### config.mk
export PLATFORM = sky130hd
export DESIGN_NAME = uart_echo_responder
export DESIGN_NICKNAME = d
export VERILOG_FILES = /design/src/rtl/uart_echo_responder.sv
export SDC_FILE = /design/constraint.sdc
export NUM_CORES = 1
export LEC_CHECK = 0
export CAP_MARGIN = 20
export CORE_MARGIN = 1
export CORE_UTILIZATION = 50
export DETAILED_ROUTE_END_ITERATION = 8
export PLACE_DENSITY_LB_ADDON = 0.12
export SYNTH_ARGS = -nofsm -noshare
export SYNTH_HDL_FRONTEND = slang
export SYNTH_SLANG_ARGS = --single-unit
### constraint.sdc
create_clock -name clk -period 4 [get_ports clk]
set_clock_uncertainty 0.2 [all_clocks]
set_input_delay 1 -clock clk [delete_from_list [all_inputs] [get_ports clk]]
set_output_delay 1 -clock clk [all_outputs]
set_load 0.02 [all_outputs]
### src/rtl/uart_echo_responder.sv
`default_nettype none
// ============================================================================
// Module      : uart_echo_responder
// Description : Sits between uart_rx and uart_tx. Each good received byte is
//               XORed with ECHO_XOR, queued in a FIFO, and offered back to the
//               transmitter. Saturating statistics separate accepted, errored
//               and dropped bytes.
// Revision    : 1.0 - initial release
// ============================================================================
module uart_echo_responder #(
    parameter int                   DATA_BITS  = 8,
    parameter int                   FIFO_DEPTH = 16,
    parameter logic [DATA_BITS-1:0] ECHO_XOR   = '0,
    parameter int                   GAP_CYCLES = 2
) (
    input  logic                            clk,
    input  logic                            rst,
    input  logic                            enable,
    input  logic [DATA_BITS-1:0]            rx_data,
    input  logic                            rx_valid,
    input  logic                            rx_error,
    output logic [DATA_BITS-1:0]            tx_data,
    output logic                            tx_valid,
    input  logic                            tx_ready,
    input  logic                            clear_stats,
    output logic [$clog2(FIFO_DEPTH):0]     fifo_level,
    output logic                            overflow,
    output logic [15:0]                     byte_count,
    output logic [15:0]                     err_count,
    output logic [15:0]                     drop_count
);

    localparam int PTR_W    = $clog2(FIFO_DEPTH);
    localparam int LVL_W    = PTR_W + 1;
    localparam int GAP_W    = (GAP_CYCLES > 0) ? $clog2(GAP_CYCLES + 1) : 1;
    localparam int GAP_LAST = (GAP_CYCLES > 0) ? GAP_CYCLES - 1 : 0;

    localparam logic [LVL_W-1:0] FULL_LEVEL = LVL_W'(FIFO_DEPTH);
    localparam logic [GAP_W-1:0] GAP_END    = GAP_W'(GAP_LAST);
    localparam logic [15:0]      CNT_MAX    = 16'hFFFF;

    typedef enum logic [1:0] {
        S_IDLE  = 2'd0,
        S_OFFER = 2'd1,
        S_GAP   = 2'd2
    } state_t;

    state_t                 state;
    logic [GAP_W-1:0]       gap_cnt;
    logic [DATA_BITS-1:0]   mem [FIFO_DEPTH];
    logic [PTR_W-1:0]       wr_ptr;
    logic [PTR_W-1:0]       rd_ptr;

    logic fifo_empty;
    logic fifo_full;
    logic pop;
    logic good_byte;
    logic err_event;
    logic push;
    logic drop;

    // Full/empty come from the occupancy count, so pointer equality is never ambiguous.
    assign fifo_empty = (fifo_level == '0);
    assign fifo_full  = (fifo_level == FULL_LEVEL);

    // The egress FSM takes the head whenever it is idle and something is queued.
    assign pop        = (state == S_IDLE) && !fifo_empty;

    // A full FIFO still has room for a byte if the head leaves on the same edge.
    assign good_byte  = rx_valid && enable && !rx_error;
    assign err_event  = rx_valid && enable && rx_error;
    assign push       = good_byte && (!fifo_full || pop);
    assign drop       = good_byte && fifo_full && !pop;

    // Storage array: written on push only, no reset needed on the data.
    always_ff @(posedge clk) begin
        if (push) begin
            mem[wr_ptr] <= rx_data ^ ECHO_XOR;
        end
    end

    // Pointer and occupancy bookkeeping; push and pop together keep the level.
    always_ff @(posedge clk or posedge rst) begin
        if (rst) begin
            wr_ptr     <= '0;
            rd_ptr     <= '0;
            fifo_level <= '0;
        end else begin
            if (push) begin
                wr_ptr <= wr_ptr + PTR_W'(1);
            end
            if (pop) begin
                rd_ptr <= rd_ptr + PTR_W'(1);
            end
            case ({push, pop})
                2'b10:   fifo_level <= fifo_level + LVL_W'(1);
                2'b01:   fifo_level <= fifo_level - LVL_W'(1);
                default: fifo_level <= fifo_level;
            endcase
        end
    end

    // Egress FSM: load the head, hold the offer until accepted, then stay quiet
    // for GAP_CYCLES so uart_tx has time to drop tx_ready.
    always_ff @(posedge clk or posedge rst) begin
        if (rst) begin
            state    <= S_IDLE;
            tx_valid <= 1'b0;
            tx_data  <= '0;
            gap_cnt  <= '0;
        end else begin
            case (state)
                S_IDLE: begin
                    if (!fifo_empty) begin
                        tx_data  <= mem[rd_ptr];
                        tx_valid <= 1'b1;
                        state    <= S_OFFER;
                    end
                end
                S_OFFER: begin
                    if (tx_ready) begin
                        tx_valid <= 1'b0;
                        gap_cnt  <= '0;
                        if (GAP_CYCLES == 0) begin
                            state <= S_IDLE;
                        end else begin
                            state <= S_GAP;
                        end
                    end
                end
                S_GAP: begin
                    if (gap_cnt == GAP_END) begin
                        state <= S_IDLE;
                    end else begin
                        gap_cnt <= gap_cnt + GAP_W'(1);
                    end
                end
                default: begin
                    state    <= S_IDLE;
                    tx_valid <= 1'b0;
                end
            endcase
        end
    end

    // Saturating statistics; a clear on the same edge as an event wins.
    always_ff @(posedge clk or posedge rst) begin
        if (rst) begin
            byte_count <= '0;
            err_count  <= '0;
            drop_count <= '0;
            overflow   <= 1'b0;
        end else if (clear_stats) begin
            byte_count <= '0;
            err_count  <= '0;
            drop_count <= '0;
            overflow   <= 1'b0;
        end else begin
            if (push && (byte_count != CNT_MAX)) begin
                byte_count <= byte_count + 16'd1;
            end
            if (err_event && (err_count != CNT_MAX)) begin
                err_count <= err_count + 16'd1;
            end
            if (drop) begin
                overflow <= 1'b1;
                if (drop_count != CNT_MAX) begin
                    drop_count <= drop_count + 16'd1;
                end
            end
        end
    end

endmodule
`default_nettype wire

==> results.rst <==
.. list-table::
   :header-rows: 1

   * - Metric
     - Value
   * - Count of cell instances traversed by the critical path
     - 10
   * - Filler cell count in the final layout
     - 1296
   * - HPWL after detailed placement
     - 12.3 mm
   * - Chip height
     - 135 um
   * - Worst Tran Pin Value
     - 1.07 ns
   * - Share of total power in combinational logic
     - 25.6%
   * - Bufs and invs on worst path
     - 1
   * - Final Max Tran Viols
     - 0
   * - Setup repair after global routing missed its margin
     - no
   * - I/O pin total
     - 78
   * - Total power
     - 6.25 mW
   * - Leakage component of the power
     - 3.85 nW
   * - Sequential share of power
     - 42.5%
   * - Part of the power in the clock network
     - 32.0%
   * - Number of failing hold endpoints at the final stage
     - 0
   * - Routed vias
     - 5422
   * - Worst relative slew slack
     - 28.3%
   * - Sum of negative setup slack
     - 0 ns
   * - Core outline area
     - 0.0172 mm2
   * - Detailed Route WL
     - 18.7 mm
   * - Port Buffer Count
     - 77
   * - CTS clock-pin slew for the worst setup and hold paths
     - 0.06 ns
   * - Crit-path leading delay family
     - compound AO/OA/AOI/OAI gates
   * - Setup slack after layout
     - 0.685 ns
   * - Launching element type of the critical path
     - input port
   * - Length in cells of the worst reg-to-reg path
     - 9
   * - Site row count
     - 48
   * - Total placed cells including tap cells
     - 909
   * - Area grow syn2layout
     - 21.0%
   * - Vias in the first global route
     - 5336
   * - Critical path start-end classification
     - input port to register
   * - Fraction of layout cells with a size suffix above 1
     - 14.6%
   * - Most common cell after layout, fill and taps aside
     - sky130_fd_sc_hd__edfxtp_1
   * - Net switching power of the design
     - 1.85 mW
   * - Critical path endpoint
     - fifo_level[4]$_DFFE_PP0P_
   * - Share of synthesized area occupied by flip-flops and latches
     - 65.1%
   * - Area enclosed by the die boundary
     - 0.0181 mm2
   * - Largest net degree at the start of global routing
     - 36
   * - Cell accounting for the most synthesized area
     - sky130_fd_sc_hd__edfxtp_1
   * - Post-synth net total
     - 633
   * - Capturing element type of the critical path
     - register
   * - Final standard cell count with taps included and fillers excluded
     - 949
   * - Slack of the worst reg-to-reg path
     - 1.01 ns
   * - Highest clock rate
     - 302 MHz
   * - Crit Path Max Fanout
     - 5
   * - Switch share
     - 29.6%
   * - Effective utilization at floorplan
     - 51.0%
   * - Post-layout nets
     - 734
   * - Synthesized area per cell
     - 14.5 um2
   * - CTS HTree Levels
     - 1
   * - CP cell instances
     - clkdlybuf4s50_1 > nand3b_1 > o211ai_2 > o21ai_0 > ha_1 > nor2_1 > a2111oi_0 > o221a_1 > o41a_1 > o211ai_1
   * - Area taken by multi-input logic gates
     - 0.00293 mm2
   * - Post-cts resize count
     - 0
   * - DR WL/cell
     - 19.7 um
   * - Die Wd
     - 135 um
   * - Overall overflow remaining after global route
     - 0
   * - DRC violations left
     - 0
   * - Global-route wire length before repair
     - 29.8 mm
   * - Highest ir drop seen on vdd
     - 0.469 mV
   * - Num CTS Buffers
     - 22
   * - Drt first pass iters
     - 5
   * - Yosys synthesis warning count
     - 0
   * - Endpoints failing setup
     - 0
   * - Reg area
     - 0.00572 mm2
   * - Destination of the worst register-to-register timing path
     - fifo_level[4]$_DFFE_PP0P_
   * - Kind of path behind the tightest hold check
     - register to register
   * - Skew-Pair Late Insertion Delay
     - 0.51 ns
   * - Final critical-path share of the clock period
     - 82.9%
   * - Fraction of post-synthesis cell area in the top cell type by area
     - 43.7%
   * - Crit path max-delay cell type
     - sky130_fd_sc_hd__clkdlybuf4s50_1
   * - Worst slack on hold paths
     - 0.279 ns
   * - Max cap viols
     - 0
   * - Antenna violations before repair
     - 0
   * - Detailed Route Iter0 Violations
     - 321
   * - Power density over cell area
     - 587 mW/mm2
   * - Global placer's final weighted congestion
     - 0.872
   * - Worst Path Required
     - 4.15 ns
   * - Number of cells produced by synthesis
     - 607
   * - Internal power consumption
     - 4.40 mW
   * - Post-placement setup slack
     - 0.219 ns
   * - Maximum cell stage delay along the critical path
     - 0.49 ns
   * - Final worst path period need
     - 3.31 ns
   * - Total GRT Usage
     - 21.5%
   * - Buffer type at the clock tree root
     - sky130_fd_sc_hd__clkbuf_16
   * - Register bit total from synthesis
     - 203
   * - CTS sink cnt
     - 203
   * - Total setup buffers inserted after CTS
     - 0
   * - Origin of the critical flop-to-flop path
     - fifo_level[1]$_DFFE_PP0P_
   * - Commonest cells after routing, fill and taps aside
     - sky130_fd_sc_hd__edfxtp_1, sky130_fd_sc_hd__clkdlybuf4s50_1, sky130_fd_sc_hd__dfrtp_1, sky130_fd_sc_hd__nor2_1, sky130_fd_sc_hd__nand2_1
   * - Number of distinct standard cells referenced by the synthesized netlist
     - 53
   * - Post-synthesis instance area
     - 0.00879 mm2
   * - Launching element of the worst setup path
     - rx_error
   * - Result of the run
     - finished clean
   * - Mean number of vias per cell
     - 5.71
   * - Count of antenna diodes in the layout
     - 0
   * - Arrival time worst endpoint
     - 3.46 ns
   * - Synth top area cells
     - sky130_fd_sc_hd__edfxtp_1, sky130_fd_sc_hd__dfrtp_1, sky130_fd_sc_hd__mux4_2, sky130_fd_sc_hd__nor2_1, sky130_fd_sc_hd__nand2_1
   * - Antenna Violating Nets Remaining
     - 0
   * - Hold_buf cts
     - 0
   * - Maximum number of buffers from clock root to sink
     - 3
   * - CTS tree
     - built
## state kept, by name, summed over array words and instances, names as in the netlist
| register | count |
|---|---|
| mem | 128 |
| gap_cnt | 2 |
| byte_count | 16 |
| drop_count | 16 |
| tx_data | 8 |
| overflow | 1 |
| fifo_level | 5 |
| err_count | 16 |
| rd_ptr | 4 |
| wr_ptr | 4 |
| tx_valid | 1 |
| state | 2 |
## power by group through the flow
| stage | clock [mW] | combinational, mW | sequential (mW) |
|---|---|---|---|
| detailed placement | 0 | 1.61 | 2.69 |
| finish | 2.00 | 1.60 | 2.65 |
| global placement | 0 | 1.57 | 2.68 |
| global route | 2.13 | 1.74 | 2.68 |
| floorplan | 0 | 1.13 | 2.63 |
| CTS | 2.04 | 1.63 | 2.65 |
## worst min-delay path by stage
stage | slack [ns] | cells after the start | endpoint | from
5_1_grt | 0.31 | 2 | tx_data[0]$_DFFE_PP0P_ | tx_data[0]$_DFFE_PP0P_
6_report | 0.28 | 2 | tx_data[3]$_DFFE_PP0P_ | tx_data[3]$_DFFE_PP0P_
4_1_cts | 0.28 | 2 | tx_data[3]$_DFFE_PP0P_ | tx_data[3]$_DFFE_PP0P_
2_1_floorplan | 0.31 | 2 | gap_cnt[1]$_DFFE_PP0P_ | gap_cnt[1]$_DFFE_PP0P_
3_3_place_gp | 0.26 | 2 | tx_valid$_DFFE_PP0P_ | tx_valid$_DFFE_PP0P_
3_5_place_dp | 0.27 | 2 | tx_data[3]$_DFFE_PP0P_ | tx_data[3]$_DFFE_PP0P_
## cells in the mapped netlist, drive strengths merged
library cell	n
and2	4
nor3	15
mux2	3
o2111ai	4
nor2b	4
or3	4
mux4	40
nor2	58
and4	5
nor3b	2
nand3b	3
dfrtp	75
buf	10
o21ai	15
clkbuf	15
o221a	1
or4b	1
nand2b	3
xor2	20
nor4bb	2
inv	9
mux2i	2
ha	11
o31ai	6
o311ai	1
and3	13
a211oi	1
o41a	1
a21oi	14
nand4b	2
nor4	5
and3b	1
o211ai	11
edfxtp	128
xnor2	23
nand3	13
or2	3
a31oi	4
a2111oi	1
or4	8
nand4	10
a21bo	1
nand2	54
o21a	1
## layer usage
layer | global-route usage, % | wire length [um] | up-vias
met4 | 5.06 | 316 | 0
met2 | 36.4 | 9360 | 148
li1 | - | - | 2517
met3 | 3.04 | 831 | 28
met5 | 0 | 0 | -
met1 | 29.7 | 8200 | 2729
## cells by family (layout without fill, tap and decap cells)
family	Yosys count	count (layout)	share of synthesized area, %
muxes	45	45	10.9
and+or+nand+nor	210	210	12.1
buffers and inverters	34	151	1.58
DFF	203	203	65.1
adders and majority gates	11	11	1.57
xor gates and xnor gates	43	43	4.28
AOI/OAI and AO/OA	61	61	4.58
## worst min-delay path: stages (launching register included)
cell and delay, ns:
sky130_fd_sc_hd__dfrtp_1 0.34, sky130_fd_sc_hd__nand2_1 0.05, sky130_fd_sc_hd__nand2_1 0.06
## metrics by stage
step	cell area (um2)	util, %
floorplan	8790	-
global placement	9930	57.6
detailed placement	9930	57.6
CTS	10600	61.7
global route	10600	61.7
finish	10600	61.7
## area by class of cell
| class | instances | area share (%) |
|---|---|---|
| clock buffers | 27 | 5.35 |
| multi-input cells | 370 | 27.6 |
| inverters | 9 | 0.317 |
| clock inverters | 13 | 1.36 |
| repair buffers | 102 | 9.01 |
| well taps | 225 | 2.65 |
| flip-flops and latches | 203 | 53.8 |
(Power assumes the default switching activity.)
